--- src/rtl/packet_buffer.sv ---
// Three-port word buffer between scheduler and hex display, drained on a periodic tick.
// Define BUFFER_DROP_COUNT_EN to build the saturating per-port drop counters.
module packet_buffer #(
  parameter int DEPTH    = 16,
  parameter int READ_DIV = 50_000_000
) (
  input  logic        clk,
  input  logic        reset,
  input  logic        write_enable,
  input  logic        read_enable,
  input  logic        out_ram_wr1,
  input  logic        out_ram_wr2,
  input  logic        out_ram_wr3,
  input  logic [31:0] output1,
  input  logic [31:0] output2,
  input  logic [31:0] output3,
  output logic [7:0]  hex1,
  output logic [7:0]  hex2,
  output logic [7:0]  hex3,
  output logic [7:0]  hex4,
  output logic [7:0]  hex5,
  output logic [7:0]  hex6,
  output logic [7:0]  drop_cnt1,
  output logic [7:0]  drop_cnt2,
  output logic [7:0]  drop_cnt3
);

  localparam int AW = $clog2(DEPTH);
  localparam int CW = (READ_DIV > 1) ? $clog2(READ_DIV) : 1;

  logic [CW-1:0] tick_cnt;
  logic          tick;

  assign tick = read_enable &&
                (tick_cnt == CW'(READ_DIV - 1));

  always_ff @(posedge clk) begin
    if (reset || !read_enable || tick)
      tick_cnt <= '0;
    else
      tick_cnt <= tick_cnt + 1'b1;
  end

  logic        wr  [3];
  logic [31:0] din [3];

  assign wr[0]  = out_ram_wr1;
  assign wr[1]  = out_ram_wr2;
  assign wr[2]  = out_ram_wr3;
  assign din[0] = output1;
  assign din[1] = output2;
  assign din[2] = output3;

  for (genvar p = 0; p < 3; p++) begin : g_port
    logic [31:0]   mem [DEPTH];
    logic [AW-1:0] wp;
    logic [AW-1:0] rp;
    logic [AW:0]   cnt;
    logic [31:0]   head;
    logic [15:0]   disp;
    logic [7:0]    dcnt;
    logic          empty;
    logic          full;
    logic          pop;
    logic          push;
    logic          unused_hi;

    assign empty     = (cnt == '0);
    assign full      = (cnt == (AW+1)'(DEPTH));
    assign pop       = tick && !empty;
    // A full FIFO still accepts a word when its head leaves on the same edge
    assign push      = write_enable && wr[p] && (!full || pop);
    assign head      = mem[rp];
    assign unused_hi = ^head[31:16];

    always_ff @(posedge clk) begin
      if (push && !reset)
        mem[wp] <= din[p];
    end

    always_ff @(posedge clk) begin
      if (reset) begin
        wp   <= '0;
        rp   <= '0;
        cnt  <= '0;
        disp <= '0;
      end else begin
        if (push)
          wp <= wp + 1'b1;
        if (pop) begin
          rp   <= rp + 1'b1;
          disp <= head[15:0];
        end
        unique case ({push, pop})
          2'b10:   cnt <= cnt + 1'b1;
          2'b01:   cnt <= cnt - 1'b1;
          default: cnt <= cnt;
        endcase
      end
    end

`ifdef BUFFER_DROP_COUNT_EN
    logic drop_ev;

    assign drop_ev = write_enable && wr[p] &&
                     full && !pop;

    always_ff @(posedge clk) begin
      if (reset)
        dcnt <= '0;
      else if (drop_ev && dcnt != 8'hFF)
        dcnt <= dcnt + 1'b1;
    end
`else
    assign dcnt = '0;
`endif
  end

  assign hex1 = g_port[0].disp[15:8];
  assign hex2 = g_port[0].disp[7:0];
  assign hex3 = g_port[1].disp[15:8];
  assign hex4 = g_port[1].disp[7:0];
  assign hex5 = g_port[2].disp[15:8];
  assign hex6 = g_port[2].disp[7:0];

  assign drop_cnt1 = g_port[0].dcnt;
  assign drop_cnt2 = g_port[1].dcnt;
  assign drop_cnt3 = g_port[2].dcnt;

endmodule

--- config.mk ---
export PLATFORM = sky130hd
export DESIGN_NAME = packet_buffer
export DESIGN_NICKNAME = d
export VERILOG_FILES = /design/src/rtl/packet_buffer.sv
export SDC_FILE = /design/constraint.sdc
export NUM_CORES = 1
export LEC_CHECK = 0
export BUFFER_PORTS_ARGS = -buffer_cell sky130_fd_sc_hd__buf_2
export CAP_MARGIN = 20
export CORE_MARGIN = 1
export CORE_UTILIZATION = 30
export DETAILED_ROUTE_END_ITERATION = 7
export SLEW_MARGIN = 5
export SYNTH_ARGS = -nofsm -noshare
export SYNTH_HDL_FRONTEND = slang
export SYNTH_SLANG_ARGS = --single-unit
--- constraint.sdc ---
create_clock -name clk -period 4.2 [get_ports clk]
set_input_delay 0.42 -clock clk [delete_from_list [all_inputs] [get_ports clk]]
set_output_delay 0.42 -clock clk [all_outputs]
set_load 0.005 [all_outputs]
======== Yosys cells after proc, flatten, opt, wreduce, memory -nomap -nowiden ========
Memory sizes are Yosys's and may differ from the RTL's. A register that Yosys moved wholly into a read port is not among the register bits.
Cells that the tools add are included.
storage, ports and cells
  memory bits (writable) .................. 1,536
  register bits ........................... 65
  memories ................................ 3
  input port bits ......................... 103
cells by class
  add/subtract/negate cells ............... 13
  eq/ne operators ......................... 10
  muxes and demuxes ....................... 9
  reduce and logical (&&, ||, !) cells .... 32
memories
  name           depth  width  read ports  clocked after Yosys merged registers in  wr ports  RTL line  RTL
  g_port[0].mem  16     32     1           1                                        1         55        logic [31:0] mem [DEPTH];
  g_port[1].mem  16     32     1           1                                        1         55
  g_port[2].mem  16     32     1           1                                        1         55
operators by type and width
  kind                                                                number
  5-bit one-hot mux with 2 select lines                               3
  26-bit by 1-bit adder with 26-bit output, second input constant     1
  26-bit == test, second input constant                               1
  4-bit by 1-bit adder with 4-bit output, second input constant       6
  5-bit by 1-bit adder with 5-bit output, second input constant       3
  5-bit == test, second input constant                                3
  5-bit zero test                                                     3
  5-bit by 1-bit subtractor with 5-bit output, second input constant  3
  1-bit logical AND                                                   13
  1-bit zero test                                                     8
  2-bit by 1-bit == test with 1-bit output, second input constant     3
  2-bit == test, second input constant                                3
  1-bit 2-to-1 mux                                                    6
  2-bit nonzero test                                                  3
  1-bit logical OR                                                    5

======== Logic depth before layout (Yosys ltp) ========
Gate-level depths: netlist of the first run.
  word-level depth ........................ 8
  mapped depth ............................ 14

======== Worst setup path after synthesis of the first run ========
Ideal clock, no wire load.
  path type ............................... register to register
  start ................................... register tick_cnt[0]
  end ..................................... memory g_port[2].mem[0][0] (enable)
  arrival time ............................ 3.101 ns
  cell stages (with the launch flop) ...... 9
  path slack .............................. 0.690 ns
  cell sequence ........................... dfxtp_1 ha_1 nand4_2 or4_4 nor2_1 clkbuf_1 o21a_1 nand2_1 nor3_1
between the ends
  word-level cells in the longest chain between the ends .. 8
ends and longest elaborated chain
  item                                    RTL line  RTL
  start: declaration                      31        logic [CW-1:0] tick_cnt;
  start signal: assignment                41        tick_cnt <= tick_cnt + 1'b1;
  26-bit == test                          35        (tick_cnt == CW'(READ_DIV - 1));
  1-bit logical AND                       34        assign tick = read_enable &&
  1-bit logical AND                       70        assign pop = tick && !empty;
  1-bit logical OR                        72        assign push = write_enable && wr[p] && (!full || pop);
  1-bit logical AND                       72
  1-bit logical AND                       77        if (push && !reset)
  1-bit 2-to-1 mux                        77
  1-bit 2-to-1 mux (not written as such)  78        mem[wp] <= din[p];
  end: declaration                        55
No other way between the ends.

======== Worst setup path in the final report of the first run ========
  start ................................... register tick_cnt[8]
  end ..................................... register g_port[1].cnt[3]
between the ends
  word-level cells in the longest chain between the ends .. 7
  elaborated cells between the ends (all ways) .. 9
ends and longest elaborated chain
  item                                                                         RTL line  RTL
  26-bit == test *                                                             35
  1-bit logical AND *                                                          34
  1-bit logical AND *                                                          70
  1-bit logical OR                                                             72
  1-bit logical AND                                                            72
  2-bit by 1-bit == test with 1-bit output or 2-bit == test (tied branches)    94        unique case ({push, pop})
  5-bit one-hot mux with 2 select lines or 2-bit nonzero test (tied branches)  n/a
  end signal: assignment                                                       95        2'b10: cnt <= cnt + 1'b1;
  end signal: assignment                                                       96        2'b01: cnt <= cnt - 1'b1;
  end signal: assignment                                                       97        default: cnt <= cnt;
  end: declaration                                                             58        logic [AW:0] cnt;
Every way passes the cells marked *; elsewhere a longest branch is shown, timed or not.
A chain may end at the register's enable or synchronous reset.

==> flow_summary.json, run 1 <==
{
  "syn_inst": 1940,
  "regArea_mm2": 0.02535,
  "drcViolationCount": 0,
  "ys.flop_type": "edfxtp_1",
  "synth_area_mm2": 0.03510,
  "die_w_um": 344.0,
  "die-height_um": 344.0,
  "critPathBufInv": 1,
  "r2r_start": "tick_cnt[8]$_SDFF_PP0_",
  "setup_viol": 0,
  "vias": 18320,
  "clkSinkCount": 881,
  "slowest_delay_ns": 0.58,
  "cts_made_buffers": 93,
  "p_leak_nw": 13.00,
  "grt_remaining_overflow": 0,
  "comb_power_share_pct": 2.6,
  "synth.area.top_cells": "edfxtp_1 (66%), mux4_2 (12%), dfxtp_1 (6.4%)",
  "postPlaceCellArea_mm2": 0.03790,
  "ir_drop_v": 0.0003623,
  "seqPwrFrac_pct": 52.2,
  "power.switching_mw": 3.839,
  "min_period_over_period_pct": 86.68,
  "rsz0062_at_grt": "no",
  "synth.avg_cell_area_um2": 18.09,
  "yosys.cell_types.count": 61,
  "ys_seq_area_share_pct": 72.16,
  "slew_violations": 0,
  "hold_violations": 0,
  "cp_cell_sequence": "or4b_1, nor3_1, and4_1, and2_1, nand2_1, inv_1, ha_1, a21o_1, a21oi_1, xnor2_1, a211oi_1, a31oi_1, o211a_1",
  "core_area_mm2": 0.1160,
  "worst_clock_skew_ns": 0.04572,
  "slew_headroom_pct": 30.96,
  "ys_ff_latch": 881,
  "syn2layout_area_growth_pct": 16.99,
  "yosys_warnings": 0,
  "p_per_area_mw_per_mm2": 447.5,
  "cp.arrival_ns": 4.20,
  "drive_above_1_share_pct": 26.71,
  "slowest_stage": "or4b_1",
  "drt_wl_total_mm": 77.49,
  "final_antenna_net_count": 0,
  "startpoint_type": "flip-flop",
  "hp-class": "input port to flip-flop",
  "post_drt_via_cell_ratio": 4.907,
  "setup-tns-final_ns": 0,
  "initial_core_util_pct": 30.24,
  "status": "completed",
  "n_fill_cell": 10720,
  "holdWs_ns": 0.1051,
  "cts_resized": 0,
  "p_int_mw": 14.54,
  "worstHoldStart": "output3[6]",
  "num_rows": 125,
  "crit_type": "flip-flop to flip-flop",
  "io_buffer_count": 102,
  "grt_max_degree": 41,
  "cts_setup_buffers": 0,
  "die_area_mm2": 0.1184,
  "synth.top_cell.area_share_pct": 65.71,
  "worst-endpoint-required_ns": 4.75,
  "mostFrequentLayoutCell": "edfxtp_1",
  "wire_per_inst_um": 20.76,
  "cts_tree": "built",
  "cts_buffer_depth": 3,
  "synth_top_cell_by_area": "edfxtp_1",
  "synthArstFlopShare_pct": 0,
  "drt-initial-drc-count": 1183,
  "layout_common_cells": "edfxtp_1 (768), mux4_2 (192), dfxtp_1 (102), buf_2 (102), clkbuf_16 (93)",
  "grt_pass1_vias": 18660,
  "final_area_mm2": 0.04106,
  "track_usage_pct": 13.00,
  "fmax_ghz": 0.2747,
  "clk_latency_ns": 0.69,
  "io_pins": 175,
  "cp_top_family": "simple AND/OR/NAND/NOR gates",
  "p_sw_share_pct": 20.89,
  "synth_edf_count": 768,
  "endpoint_kind": "flip-flop",
  "maxCapViolCount": 0,
  "cp_max_fo": 6,
  "antenna_found_initial": 14,
  "crit_start": "tick_cnt[8]$_SDFF_PP0_",
  "clkPwrFrac_pct": 45.2,
  "grt_pass1_wl_mm": 116.3,
  "worst_pin_slew_ns": 1.036,
  "multi_input_area_mm2": 0.009266,
  "first_pass_iters": 5,
  "min_period_ns": 3.641,
  "nets": 2258,
  "place_hpwl_mm": 45.70,
  "root_buffer": "clkbuf_16",
  "htree_levels": 3,
  "path_clk_slew_ns": 0.06,
  "gp_congestion": 0.7674
}
==> what timing repair did <==
item | CTS | global route
endpoints found under the hold margin | 1 | 0
hold buffers | 1 | 0
setup endpoints to repair | 0 | 0
==> registers in the layout, summed over array words and instances (netlist names) <==
name         count
g_port.disp     48
g_port.rp       12
tick_cnt        26
g_port.wp       12
g_port.mem     768
g_port.cnt      15
==> final cells by class <==
cell class	instances	area share (%)
clock buffer	118	6.019
inverter	19	0.1737
tap	1524	4.644
multi-input combinational	933	22.57
clock inverter	55	1.633
antenna	4	0.02438
sequential	881	61.73
timing repair buffer	199	3.206
==> final timing paths <==
kind	endpoint	slack (ns)	cells past startpoint
setup / recovery	g_port[1].cnt[3]$_SDFFE_PP0P_	0.56	13
hold / removal	g_port[2].mem[2][6]$_DFFE_PP_	0.11	1
hold reg to reg	g_port[2].disp[8]$_SDFFE_PP0P_	0.47	1
setup reg to reg	g_port[1].cnt[3]$_SDFFE_PP0P_	0.56	13
==> worst register-to-register path, delay by kind of cell (launching register included) <==
kind	cells	cell delay, ns
simple gates	5	1.67
compound gates	5	0.93
flops	1	0.37
fa+ha+maj	1	0.25
buf+inv	1	0.17
xor+xnor	1	0.14
==> Yosys cell counts, types with 2 or more instances <==
| master | instances |
|---|---|
| nand4_1 | 7 |
| mux2_1 | 3 |
| a21o_1 | 8 |
| edfxtp_1 | 768 |
| o211ai_1 | 6 |
| buf_4 | 24 |
| a31oi_1 | 8 |
| or3_1 | 9 |
| a211oi_1 | 51 |
| mux4_2 | 192 |
| o41ai_1 | 2 |
| xor2_1 | 22 |
| dfxtp_1 | 113 |
| o21ai_1 | 2 |
| mux2i_1 | 57 |
| and4_1 | 3 |
| nor3_2 | 3 |
| or4_1 | 4 |
| a31oi_4 | 2 |
| nor2_1 | 114 |
| nor4_2 | 3 |
| nand4bb_1 | 2 |
| xnor2_1 | 18 |
| buf_1 | 20 |
| clkbuf_1 | 60 |
| nor2b_1 | 58 |
| nor3_1 | 16 |
| a21oi_1 | 73 |
| nand2_1 | 56 |
| o211a_1 | 4 |
| fa_1 | 3 |
| and3_1 | 10 |
| buf_2 | 25 |
| o21ai_0 | 23 |
| mux2_2 | 2 |
| nor4_1 | 2 |
| ha_1 | 25 |
| nand2b_1 | 13 |
| inv_1 | 19 |
| a22o_1 | 48 |
| and2_1 | 6 |
| nand3_1 | 37 |
==> per-stage QoR <==
step	total power [mW]	utilization (%)	worst slack (ns)	cells
floorplan	10.04	-	0.6900	1963
global placement	10.21	32.66	0.7294	3555
detailed placement	10.24	32.66	0.6667	3555
CTS	18.55	35.37	0.5567	3729
global route	18.91	35.37	0.3317	3730
finish	18.38	35.38	0.5594	3733
==> kinds of logic (layout without fill, tap and decap cells) <==
logic type      Yosys count  after routing  share of synthesized area (%)
compound gates          234            234                          4.588
xor+xnor                 40             40                         0.9982
fa+ha+maj                28             28                          1.062
buf+inv                 149            391                          1.961
flops                   881            881                          72.16
mux                     254            254                          14.11
other cells               1             28                        0.01068
simple gates            353            353                          5.116
==> per-layer routing <==
layer | part of all wire (%) | vias to the layer above | routed length (um) | global-route usage [%]
li1 | - | 8113 | - | -
met1 | 42 | 9556 | 32410 | 16.93
met2 | 50 | 517 | 38420 | 21.68
met3 | 6.5 | 116 | 5050 | 2.910
met4 | 2.0 | 16 | 1517 | 3.743
met5 | 0.13 | - | 103 | 0
==> power by group through the flow <==
stage               clock network [mW]  logic, mW  registers (mW)
floorplan                            0      0.276            9.76
global placement                     0      0.451            9.76
detailed placement                   0      0.476            9.77
CTS                               8.49      0.480            9.58
global route                      8.79      0.535            9.58
finish                            8.31      0.484            9.58
(Power assumes the default switching activity.)
==> run 2, diff against run 1 <==
Clock period 4.2 ns to 3.8 ns, I/O delays scaled along.
==> run 2 against run 1 <==
  * Sequential cell count stayed put
  * Sequential power rose by 11%
  * Non-clock buffer count is 16 higher
  * Clock skew decreased by 0.012 ns
  * Worst setup slack lost 0.25 ns
  * Core utilization is 0.12 points higher
  * Global-route usage about the same
  * Worst hold slack lost 0.055 ns
  * Clock-buffer cell count rose by 5
  * Highest routed layer unchanged
  * Total power increased by 10%
  * Critical path depth unchanged
  * Clock power grew 9.7%
==> flow_summary.json, run 2 (same netlist as run 1, synthesis figures left out) <==
{
  "place_ws_ns": 0.3514,
  "die_w_um": 344.0,
  "setup_viol": 0,
  "power_mw": 20.25,
  "ir_drop_v": 0.0004217,
  "grt_pass1_wl_mm": 116.3,
  "syn2layout_area_growth_pct": 17.38,
  "htree_levels": 3,
  "first_pass_iters": 5,
  "clk_latency_ns": 0.67,
  "cp_max_fo": 6,
  "final_cells": 3749,
  "num_rows": 125,
  "power.switching_mw": 4.201,
  "startpoint_type": "flip-flop",
  "slew_headroom_pct": 27.00,
  "clkPwrFrac_pct": 45.0,
  "reg2regPathDepth": 13,
  "grt_remaining_overflow": 0,
  "core_area_mm2": 0.1160,
  "layout_setup_ws_ns": 0.3136,
  "gp_congestion": 0.7781,
  "min_period_ns": 3.486,
  "post_drt_via_cell_ratio": 4.880,
  "largest_register_ffs": 768,
  "p_leak_nw": 13.09,
  "hold_depth": 2,
  "worst_clock_skew_ns": 0.03396,
  "seqPwrFrac_pct": 52.3,
  "antenna_found_initial": 14,
  "cts_tree": "built",
  "cts_resized": 0,
  "largest-register": "g_port.mem",
  "comb_power_share_pct": 2.7,
  "status": "completed",
  "place_hpwl_mm": 47.27,
  "final_antenna_net_count": 0,
  "dp_cells": 3572,
  "fmax_ghz": 0.2868,
  "hold_violations": 0,
  "nets": 2274,
  "min_period_over_period_pct": 91.75,
  "clkSinkCount": 881,
  "cts_buffer_depth": 3,
  "drive_above_1_share_pct": 27.23,
  "cts_made_buffers": 93,
  "die_area_mm2": 0.1184,
  "hp-class": "input port to flip-flop",
  "p_sw_share_pct": 20.74,
  "initial_core_util_pct": 30.24,
  "path_clk_slew_ns": 0.05,
  "grt_max_degree": 40,
  "postPlaceCellArea_mm2": 0.03806,
  "root_buffer": "clkbuf_16",
  "grt_pass1_vias": 19190,
  "final_area_mm2": 0.04120,
  "cts_setup_buffers": 0,
  "slew_violations": 0,
  "endpoint_kind": "flip-flop",
  "crit_type": "flip-flop to flip-flop",
  "drcViolationCount": 0,
  "vias": 18290,
  "io_pins": 175,
  "wire_per_inst_um": 20.54,
  "layout_common_cells": "edfxtp_1 (768), mux4_2 (192), buf_4 (104)",
  "setup-tns-final_ns": 0,
  "p_per_area_mw_per_mm2": 491.6,
  "top_regs": "g_port.mem (768), g_port.disp (48), tick_cnt (26)",
  "track_usage_pct": 12.99,
  "r2r_start": "tick_cnt[8]$_SDFF_PP0_",
  "cp.arrival_ns": 4.02,
  "fin_util_pct": 35.50,
  "mostFrequentLayoutCell": "edfxtp_1",
  "drt-initial-drc-count": 1318,
  "worst_pin_slew_ns": 1.095,
  "die-height_um": 344.0,
  "drt_wl_total_mm": 77.02,
  "p_int_mw": 16.05,
  "rsz0062_at_grt": "no",
  "worst-endpoint-required_ns": 4.33,
  "maxCapViolCount": 0,
  "holdWs_ns": 0.04960,
  "io_buffer_count": 102,
  "worstHoldStart": "read_enable",
  "hold_buffers": 0,
  "crit_start": "tick_cnt[8]$_SDFF_PP0_"
}
==> run 2: changes by cell type in the layout (fill, tap and decap cells not counted), sizes merged <==
cell / previous run / this run
dlygate4sd3: 1 / 0
bufinv: 10 / 8
clkinvlp: 5 / 3
buf: 198 / 215
clkbuf: 118 / 123
clkinv: 36 / 32
diode: 4 / 3
inv: 23 / 27
==> run 2: metal layers <==
metal,global-route usage [%],part of all wire (%),up-vias
li1,-,-,8136
met1,16.85,42,9524
met2,21.82,50,473
met3,3.015,6.1,143
met4,3.438,1.9,18
met5,0,0.16,-
==> run 2: final timing paths <==
kind	slack (ns)	to
hold / removal	0.05	tick_cnt[6]$_SDFF_PP0_
hold reg to reg	0.48	g_port[2].disp[1]$_SDFFE_PP0P_
setup / recovery	0.31	g_port[1].cnt[3]$_SDFFE_PP0P_
setup reg to reg	0.31	g_port[1].cnt[3]$_SDFFE_PP0P_
==> run 2: power by group through the flow <==
stage | logic (mW) | clock network, mW | registers (mW)
floorplan | 0.305 | 0 | 10.8
global placement | 0.504 | 0 | 10.8
detailed placement | 0.535 | 0 | 10.8
CTS | 0.538 | 9.32 | 10.6
global route | 0.597 | 9.69 | 10.6
finish | 0.542 | 9.12 | 10.6
==> run 2: final cells by class <==
cell class / instances / area [um2]
Clock inverter: 51 / 581.8
Sequential cell: 881 / 25350
Antenna cell: 3 / 7.507
Clock buffer: 123 / 2551
Inverter: 19 / 71.32
Fill cell: 10790 / 74850
Multi-Input combinational cell: 933 / 9266
Tap cell: 1524 / 1907
Timing Repair Buffer: 215 / 1466
==> run 2: worst max-delay path, cell delays in order (launching register included) <==
cell and delay [ns]:
dfxtp_1 0.36, or4b_1 0.58, nor3_1 0.19, and4_1 0.33, and2_1 0.30, nand2_1 0.15
inv_1 0.15, ha_1 0.23, a21o_1 0.17, a21oi_1 0.19, xnor2_1 0.13, a211oi_1 0.27
a31oi_1 0.08, o211a_1 0.23
